**src/rtl/alu_ctrl_pkg.sv**
```systemverilog
// Shared operation codes, execute-unit selects and sequencer state encodings
// for the ALU control decoder and its multi-cycle sequencer.
package alu_ctrl_pkg;

    localparam logic [4:0] OP_AND  = 5'b00000;
    localparam logic [4:0] OP_OR   = 5'b00001;
    localparam logic [4:0] OP_ADD  = 5'b00010;
    localparam logic [4:0] OP_SLL  = 5'b00011;
    localparam logic [4:0] OP_XOR  = 5'b00100;
    localparam logic [4:0] OP_SRL  = 5'b00101;
    localparam logic [4:0] OP_SUB  = 5'b00110;
    localparam logic [4:0] OP_SRA  = 5'b00111;
    localparam logic [4:0] OP_SLT  = 5'b01000;
    localparam logic [4:0] OP_SLTU = 5'b01001;

    localparam logic [1:0] UNIT_ALU = 2'd0;
    localparam logic [1:0] UNIT_MUL = 2'd1;
    localparam logic [1:0] UNIT_DIV = 2'd2;

    localparam logic [1:0] IDLE = 2'd0;
    localparam logic [1:0] BUSY = 2'd1;
    localparam logic [1:0] HOLD = 2'd2;

    // Base RV32I op selected by funct3 alone (funct7 qualifiers handled by the caller).
    function automatic logic [4:0] base_op(input logic [2:0] f3);
        case (f3)
            3'b000:  base_op = OP_ADD;
            3'b001:  base_op = OP_SLL;
            3'b010:  base_op = OP_SLT;
            3'b011:  base_op = OP_SLTU;
            3'b100:  base_op = OP_XOR;
            3'b101:  base_op = OP_SRL;
            3'b110:  base_op = OP_OR;
            default: base_op = OP_AND;
        endcase
    endfunction

endpackage

```
**src/rtl/alu_op_decode.sv**
```systemverilog
// Pure combinational decode of {alu_op, funct3, funct7} into an operation
// code, execute unit and illegal flag. Illegal encodings decode as ALU ADD.
module alu_op_decode
    import alu_ctrl_pkg::*;
#(
    parameter bit M_EXT = 1'b1
) (
    input  logic [1:0] alu_op,
    input  logic [2:0] funct3,
    input  logic [6:0] funct7,
    output logic [4:0] operation,
    output logic [1:0] unit_sel,
    output logic       illegal
);

    always_comb begin
        operation = OP_ADD;
        unit_sel  = UNIT_ALU;
        illegal   = 1'b0;
        case (alu_op)
            2'b00: operation = OP_ADD;
            2'b01: begin
                case (funct3)
                    3'b000, 3'b001: operation = OP_SUB;
                    3'b100, 3'b101: operation = OP_SLT;
                    3'b110, 3'b111: operation = OP_SLTU;
                    default:        illegal   = 1'b1;
                endcase
            end
            2'b10: begin
                if (funct7 == 7'b0000000) begin
                    operation = base_op(funct3);
                end else if (funct7 == 7'b0100000 && funct3 == 3'b000) begin
                    operation = OP_SUB;
                end else if (funct7 == 7'b0100000 && funct3 == 3'b101) begin
                    operation = OP_SRA;
                end else if (funct7 == 7'b0000001 && M_EXT) begin
                    // MUL/MULH* have funct3[2]=0, DIV/REM* have funct3[2]=1.
                    operation = {2'b10, funct3};
                    unit_sel  = funct3[2] ? UNIT_DIV : UNIT_MUL;
                end else begin
                    illegal = 1'b1;
                end
            end
            default: begin
                case (funct3)
                    3'b000: operation = OP_ADD;
                    3'b001: begin
                        if (funct7 == 7'b0000000) operation = OP_SLL;
                        else                      illegal   = 1'b1;
                    end
                    3'b101:  operation = funct7[5] ? OP_SRA : OP_SRL;
                    default: operation = base_op(funct3);
                endcase
            end
        endcase
        if (illegal) begin
            operation = OP_ADD;
            unit_sel  = UNIT_ALU;
        end
    end

endmodule

```
**src/rtl/alu_ctrl_seq.sv**
```systemverilog
// Registered ALU control stage: decodes fields, presents them behind valid/ready,
// and sequences multi-cycle MUL/DIV ops with a latency counter and MDU strobes.
module alu_ctrl_seq
    import alu_ctrl_pkg::*;
#(
    parameter int OP_W    = 5,
    parameter bit M_EXT   = 1'b1,
    parameter int MUL_LAT = 4,
    parameter int DIV_LAT = 33,
    parameter int CNT_W   = 6
) (
    input  logic            clk,
    input  logic            rst_n,
    input  logic            flush,
    input  logic            in_valid,
    output logic            in_ready,
    input  logic [1:0]      alu_op,
    input  logic [2:0]      funct3,
    input  logic [6:0]      funct7,
    output logic            out_valid,
    input  logic            out_ready,
    output logic [OP_W-1:0] operation,
    output logic [1:0]      unit_sel,
    output logic            illegal,
    output logic            mdu_start,
    output logic            mdu_kill,
    output logic            busy
);

    logic [1:0]       state;
    logic [CNT_W-1:0] cnt;
    logic [4:0]       dec_op;
    logic [1:0]       dec_unit;
    logic             dec_illegal;
    logic             accept;
    logic             dec_is_mdu;

    alu_op_decode #(.M_EXT(M_EXT)) u_decode (
        .alu_op    (alu_op),
        .funct3    (funct3),
        .funct7    (funct7),
        .operation (dec_op),
        .unit_sel  (dec_unit),
        .illegal   (dec_illegal)
    );

    // Handshake: a transfer happens on in_valid && in_ready (input side) and
    // out_valid && out_ready (output side); flush blocks acceptance that cycle.
    assign in_ready   = (state == IDLE) && (!out_valid || out_ready) && !flush;
    assign accept     = in_valid && in_ready;
    assign dec_is_mdu = (dec_unit != UNIT_ALU);
    assign mdu_start  = accept && dec_is_mdu;
    assign mdu_kill   = flush && (state == BUSY);
    assign busy       = (state == BUSY);

    always_ff @(posedge clk or negedge rst_n) begin
        if (!rst_n) begin
            state     <= IDLE;
            cnt       <= '0;
            out_valid <= 1'b0;
            operation <= '0;
            unit_sel  <= UNIT_ALU;
            illegal   <= 1'b0;
        end else if (flush) begin
            state     <= IDLE;
            cnt       <= '0;
            out_valid <= 1'b0;
        end else begin
            case (state)
                IDLE: begin
                    if (accept) begin
                        operation <= OP_W'(dec_op);
                        unit_sel  <= dec_unit;
                        illegal   <= dec_illegal;
                        if (dec_is_mdu) begin
                            // Counter reaches 0 one cycle before out_valid rises.
                            cnt       <= (dec_unit == UNIT_MUL) ? CNT_W'(MUL_LAT - 2)
                                                                : CNT_W'(DIV_LAT - 2);
                            state     <= BUSY;
                            out_valid <= 1'b0;
                        end else begin
                            out_valid <= 1'b1;
                        end
                    end else if (out_ready) begin
                        out_valid <= 1'b0;
                    end
                end
                BUSY: begin
                    if (cnt == '0) begin
                        out_valid <= 1'b1;
                        state     <= HOLD;
                    end else begin
                        cnt <= cnt - CNT_W'(1);
                    end
                end
                HOLD: begin
                    if (out_ready) begin
                        out_valid <= 1'b0;
                        state     <= IDLE;
                    end
                end
                default: state <= IDLE;
            endcase
        end
    end

endmodule
```
**config.mk**
```make
export PLATFORM = sky130hd
export DESIGN_NAME = alu_ctrl_seq
export DESIGN_NICKNAME = d
export VERILOG_FILES = /design/src/rtl/alu_ctrl_pkg.sv /design/src/rtl/alu_op_decode.sv /design/src/rtl/alu_ctrl_seq.sv
export SDC_FILE = /design/constraint.sdc
export NUM_CORES = 1
export LEC_CHECK = 0
export ABC_AREA = 1
export BUFFER_PORTS_ARGS = -buffer_cell sky130_fd_sc_hd__buf_2
export CELL_PAD_IN_SITES_DETAIL_PLACEMENT = 1
export CELL_PAD_IN_SITES_GLOBAL_PLACEMENT = 2
export CORE_MARGIN = 2
export CORE_UTILIZATION = 31
export CTS_CLUSTER_DIAMETER = 200
export DETAILED_ROUTE_END_ITERATION = 7
export PLACE_DENSITY_LB_ADDON = 0.1
export SLEW_MARGIN = 20
export SYNTH_ARGS = -nofsm -noshare
export SYNTH_HDL_FRONTEND = slang
export SYNTH_SLANG_ARGS = --single-unit
```
**constraint.sdc**
```tcl
create_clock -name clk -period 2.5 [get_ports clk]
set_input_delay 0.25 -clock clk [delete_from_list [all_inputs] [get_ports clk]]
set_output_delay 0.25 -clock clk [all_outputs]
set_load 0.005 [all_outputs]
```
==> impl_metrics.py, run 1 <==
metrics = {
    "outcome": {
        "status": "completed",
    },
    "yosys": {
        "synth_nets": 226,
        "synth_top_cell_by_area": "dfrtp_1",
        "synth_cell_type_count": 26,
        "ys_seq_elements": 17,
        "yosys.area.top_type_share_pct": 31.5,
        "postSynth.asyncResetShare_pct": 100,
        "synth_common_cells": "61 x nand2_1, 24 x inv_1, 20 x nor2_1",
        "synth_area_leaders": "dfrtp_1 31%, nand2_1 17%, nand3_1 7.0%, inv_1 6.7%, ha_1 5.6%",
        "yosysWarningCount": 0,
        "synth_edf_count": 0,
        "synth-main-ff-cell": "dfrtp_1",
        "avgSynthCellArea_um2": 6.66,
        "synth_cells": 203,
        "seq_area_frac_synth_pct": 31.5,
        "synth_most_common_cell": "nand2_1",
        "synth.cell_area_um2": 1350,
    },
    "placed_design": {
        "dp_hpwl_mm": 3.06,
        "portBuffers": 29,
        "dp.cells": 282,
        "dpl_cell_area_um2": 1550,
        "place.gp.congestion": 0.845,
        "dp_worst_setup_slack_ps": 590,
    },
    "drt": {
        "wl_per_cell_um": 12.8,
        "drtPass1Iterations": 4,
        "drc": 0,
        "drtIter0Drc": 64,
        "totalWireLength_mm": 3.68,
        "final_antenna_net_count": 0,
        "viasPerCell": 4.81,
        "vias": 1381,
    },
    "grt": {
        "grt_start_max_net_pins": 18,
        "antenna_found_initial": 0,
        "grtUsageTotal_pct": 15.9,
        "overflow": 0,
        "grt_pass1_vias": 1542,
        "grt_pass1_wl_mm": 6.46,
    },
    "clock_network": {
        "clock-sinks": 17,
        "cts_buffer_depth": 2,
        "cts-root-buf": "clkbuf_8",
        "path_clk_slew_ps": 70,
        "post_cts_buffers": 0,
        "cts_tree": "yes",
        "ctsHtreeMaxLevel": 1,
        "numCtsBuffers": 3,
        "insertion_delay_ps": 250,
        "holdBufCountCts": 1,
        "post_cts_resized": 0,
    },
    "sta": {
        "setup_viol": 0,
        "tightest_slew_ps": 422,
        "maxSlewViolCount": 0,
        "post-route-min-period_ps": 2000,
        "max_freq_mhz": 500,
        "tns_ps": 0,
        "slew_headroom_pct": 71.7,
        "min_period_over_period_pct": 79.9,
        "setup_slack_ps": 501,
        "hold_violations": 0,
        "finClkSkew_ps": 2.47,
        "rsz0062_at_grt": "no",
        "fin_hold_ws_ps": 347,
    },
    "finish": {
        "syn_to_final_growth_pct": 18.5,
        "n_antenna_cell": 0,
        "fin_area_um2": 1600,
        "layout.nets": 259,
        "post-route-util_pct": 37.6,
        "stdcell_count": 287,
        "drive_gt1_share_pct": 25.1,
    },
    "floorplan": {
        "rows": 24,
        "die_area_um2": 4910,
        "die_h_um": 70.1,
        "io_pins": 30,
        "core_um2": 4260,
        "die_width_um": 70.1,
        "start_util_pct": 31.7,
    },
    "power": {
        "powerDensity_nw_per_um2": 850,
        "irDropWorstVdd_uv": 237,
        "total_power_mw": 1.36,
        "p_leak_nw": 0.901,
    },
    "setup_path": {
        "critPathKind": "register to output pin",
        "reg2reg_depth": 11,
        "cp.required_ps": 2250,
        "critical_path_arrival_ps": 1750,
        "worstPathMaxFanout": 10,
        "cp-end-kind": "output pin",
        "crit_path_start_kind": "register",
    },
    "flow_run": {
        "max-cap-violations": 0,
    },
    "hold_path": {
        "min_path_type": "input port to register",
        "hold_depth": 4,
    },
}
-- report_power, final --
group / switching, mW / internal (mW) / total [mW]
Sequential: 0.0836 / 0.376 / 0.460
Clock: 0.101 / 0.111 / 0.211
Combinational: 0.426 / 0.264 / 0.691
-- worst max-delay path, cell delays in order (launching register included) --
cell and delay (ps):
dfrtp_1 400, inv_1 110, ha_1 240, nand2_2 110, nor2_4 150, nand2_4 110, inv_4 110, nand2_4 70
inv_1 80, buf_2 110
-- kinds of logic after synthesis --
family | synth area share [%]
AO/OA/AOI/OAI | 13.3
XOR/XNOR | 0.648
adder cells (fa/ha/maj) | 5.55
buffers and inverters | 9.44
flip-flops | 31.5
AND/OR/NAND/NOR | 39.6
-- final timing paths --
path,from,end,slack (ps)
max,state[1],mdu_start,500
min,in_valid,operation[2],350
min reg2reg,operation[0],operation[0],480
max reg2reg,state[1],cnt[1],600
max in group asynchronous,rst_n,illegal,1750
min in group asynchronous,rst_n,state[0],450
-- area by class of cell --
type | instances | area, um2
clock buffers | 3 | 41.3
clock inverters | 1 | 5.00
fillers | 576 | 2660
inverters | 29 | 111
multi-input cells | 155 | 800
flip-flops and latches | 17 | 425
well taps | 52 | 65.1
repair buffers | 30 | 155
-- per-layer routing --
layer / GRT usage [%] / routed length, um
met5: 0 / 0
met4: 5.77 / 46
met3: 1.88 / 84
met2: 32.0 / 1990
met1: 16.7 / 1560
-- placed cells by master (no fill, tap or decap), drive strengths merged --
| cell type | netlist | final |
|---|---|---|
| nand4 | 3 | 3 |
| a21oi | 5 | 5 |
| a31oi | 2 | 2 |
| ha | 6 | 6 |
| nand3 | 20 | 20 |
| xor2 | 1 | 1 |
| or2 | 1 | 1 |
| nor3 | 1 | 1 |
| inv | 29 | 29 |
| buf | 2 | 29 |
| dlygate4sd3 | 0 | 1 |
| dfrtp | 17 | 17 |
| o211ai | 3 | 3 |
| nand2 | 71 | 71 |
| clkbuf | 0 | 3 |
| o21ai | 18 | 18 |
| clkinv | 0 | 1 |
| o31ai | 1 | 1 |
| nor2 | 23 | 23 |
-- registers in the layout, summed over array words and instances (netlist names) --
signal	count
cnt	6
operation	5
state	2
unit_sel	2
illegal	1
out_valid	1
(Power assumes the default switching activity.)
==> inputs of run 2 (changes only) <==
CORE_UTILIZATION = 29   (was 31)
clock period = 2 ns   (was 2.5 ns; I/O delays follow)
==> run 2 against run 1 <==
Effect of this change:
- total power increased by 31%
- non-clock buffer count rose by 4
- sequential power increased by 26%
- first-iteration DRC count shrank 28%
- final cell count up 1.4%
- die area increased by 6.5%
- global-route usage increased by 0.069 points
- utilization decreased by 0.31 points
- critical path type unchanged
==> impl_metrics.py, run 2 (same netlist as run 1, synthesis figures left out) <==
metrics = {
    "floorplan": {
        "core_um2": 4410,
        "die_area_um2": 5230,
        "io_pins": 30,
        "start_util_pct": 30.6,
        "rows": 24,
        "die_h_um": 72.3,
        "die_width_um": 72.3,
    },
    "finish": {
        "drive_gt1_share_pct": 26.8,
        "largest_reg_flops": 6,
        "register_area_um2": 425,
        "final_cell_mix": "61 x nand2_1, 29 x buf_2, 24 x inv_1",
        "multi_input_area_um2": 812,
        "regMostFlops": "cnt",
        "reg.largest.list": "cnt (6), operation (5)",
        "syn_to_final_growth_pct": 21.6,
        "layout_commonest_cell": "nand2_1",
        "n_antenna_cell": 0,
        "layout.nets": 263,
        "fillers": 607,
    },
    "placed_design": {
        "portBuffers": 29,
        "place.gp.congestion": 0.857,
        "dp_hpwl_mm": 3.16,
    },
    "clock_network": {
        "numCtsBuffers": 3,
        "clock-sinks": 17,
        "cts_buffer_depth": 2,
        "cts-root-buf": "clkbuf_8",
        "path_clk_slew_ps": 70,
        "ctsHtreeMaxLevel": 1,
        "cts_tree": "yes",
        "insertion_delay_ps": 250,
    },
    "power": {
        "p_int_mw": 0.993,
        "p_switching_mw": 0.784,
        "power_frac_seq_pct": 32.5,
        "irDropWorstVdd_uv": 326,
        "p_leak_nw": 0.922,
        "p_clk_share_pct": 14.4,
        "power.share.combinational_pct": 53.1,
        "powerDensity_nw_per_um2": 1080,
        "swShare_pct": 44.1,
    },
    "drt": {
        "wl_met1_mm": 1.61,
        "final_antenna_net_count": 0,
        "drc": 0,
        "drtIter0Drc": 46,
        "drtPass1Iterations": 4,
        "highest_layer": "met4",
        "wl_met3_um": 72,
        "wl_met2_mm": 2.05,
        "viasPerCell": 4.85,
        "vias": 1412,
        "wl_per_cell_um": 13.0,
        "totalWireLength_mm": 3.78,
    },
    "setup_path": {
        "startpoint": "state[0]",
        "critical_path_arrival_ps": 1690,
        "critPathCapture": "mdu_start",
        "cp.required_ps": 1800,
        "reg2reg_depth": 11,
        "worstPathMaxFanout": 10,
        "cp-end-kind": "output pin",
        "r2r-start": "state[0]",
        "regToRegSetupSlack_ps": 160,
        "rr_endpoint": "cnt[4]",
        "crit_path_start_kind": "register",
        "critPathKind": "register to output pin",
    },
    "sta": {
        "tightest_slew_ps": 400,
        "finClkSkew_ps": 2.07,
        "fin_hold_ws_ps": 312,
        "post-route-min-period_ps": 1890,
        "max_freq_mhz": 530,
        "maxSlewViolCount": 0,
        "slew_headroom_pct": 73.2,
        "tns_ps": 0,
        "hold_violations": 0,
        "min_period_over_period_pct": 94.3,
        "setup_viol": 0,
    },
    "flow_run": {
        "max-cap-violations": 0,
    },
    "grt": {
        "grt_start_max_net_pins": 18,
        "overflow": 0,
        "grt_pass1_vias": 1533,
        "grtUsageTotal_pct": 16.0,
        "antenna_found_initial": 0,
        "grt_pass1_wl_mm": 6.76,
    },
    "outcome": {
        "status": "completed",
    },
    "hold_path": {
        "min_path_type": "input port to register",
    },
}
[run 2: cell count changes in the layout (fill, tap and decap cells not counted), sizes merged]
| cell | change |
|---|---|
| buf | +4 |
[run 2: power groups by stage]
stage	clock [mW]	sequential [mW]	combinational, mW
finish	0.256	0.578	0.944
global route	0.278	0.596	1.10
CTS	0.267	0.580	0.905
detailed placement	0	0.585	0.897
global placement	0	0.578	0.870
floorplan	0	0.569	0.642
[run 2: worst max-delay path, cell delays in order, from the launching register on]
cell and delay (ps):
dfrtp_1 410, inv_1 140, ha_4 180, nand2_2 80
nor2_4 130, nand2_4 110, inv_4 110, nand2_4 70
inv_1 90, buf_2 110
[run 2: layer usage]
layer	GRT usage (%)	vias to the layer above
met1	19.4	673
met2	29.8	19
met3	0.833	2
li1	-	718
met4	5.87	0
met5	0	-
[run 2: stage by stage]
stage	area, um2	total power [mW]	worst slack [ps]	utilization [%]	std cells
floorplan	1350	1.21	349	-	203
global placement	1560	1.45	210	35.4	284
detailed placement	1560	1.48	90.7	35.4	284
CTS	1620	1.75	14.1	36.6	289
global route	1650	1.97	-3.43	37.3	291
finish	1650	1.78	113	37.3	291
[run 2: final cells by class]
class                           instances  share of cell area, %
Tap cell                               52                   3.95
Sequential cell                        17                   25.9
Clock inverter                          1                  0.304
Timing Repair Buffer                   34                   11.3
Clock buffer                            3                   2.51
Multi-Input combinational cell        155                   49.4
Inverter                               29                   6.77
[run 2: how the worst min path moves through the flow]
stage / depth (start not counted) / end / start
6_report: 4 / illegal / in_valid
5_1_grt: 4 / operation[1] / in_valid
4_1_cts: 4 / operation[1] / in_valid
3_5_place_dp: 1 / state[1] / rst_n
3_3_place_gp: 1 / state[1] / rst_n
2_1_floorplan: 0 / cnt[0] / rst_n
[run 2: timing repair]
action	4_1_cts	5_1_grt
setup endpoints to repair	0	8
hold buffers	1	0
gates resized for setup	0	2
hold endpoints to repair	17	0
setup buffers	0	2
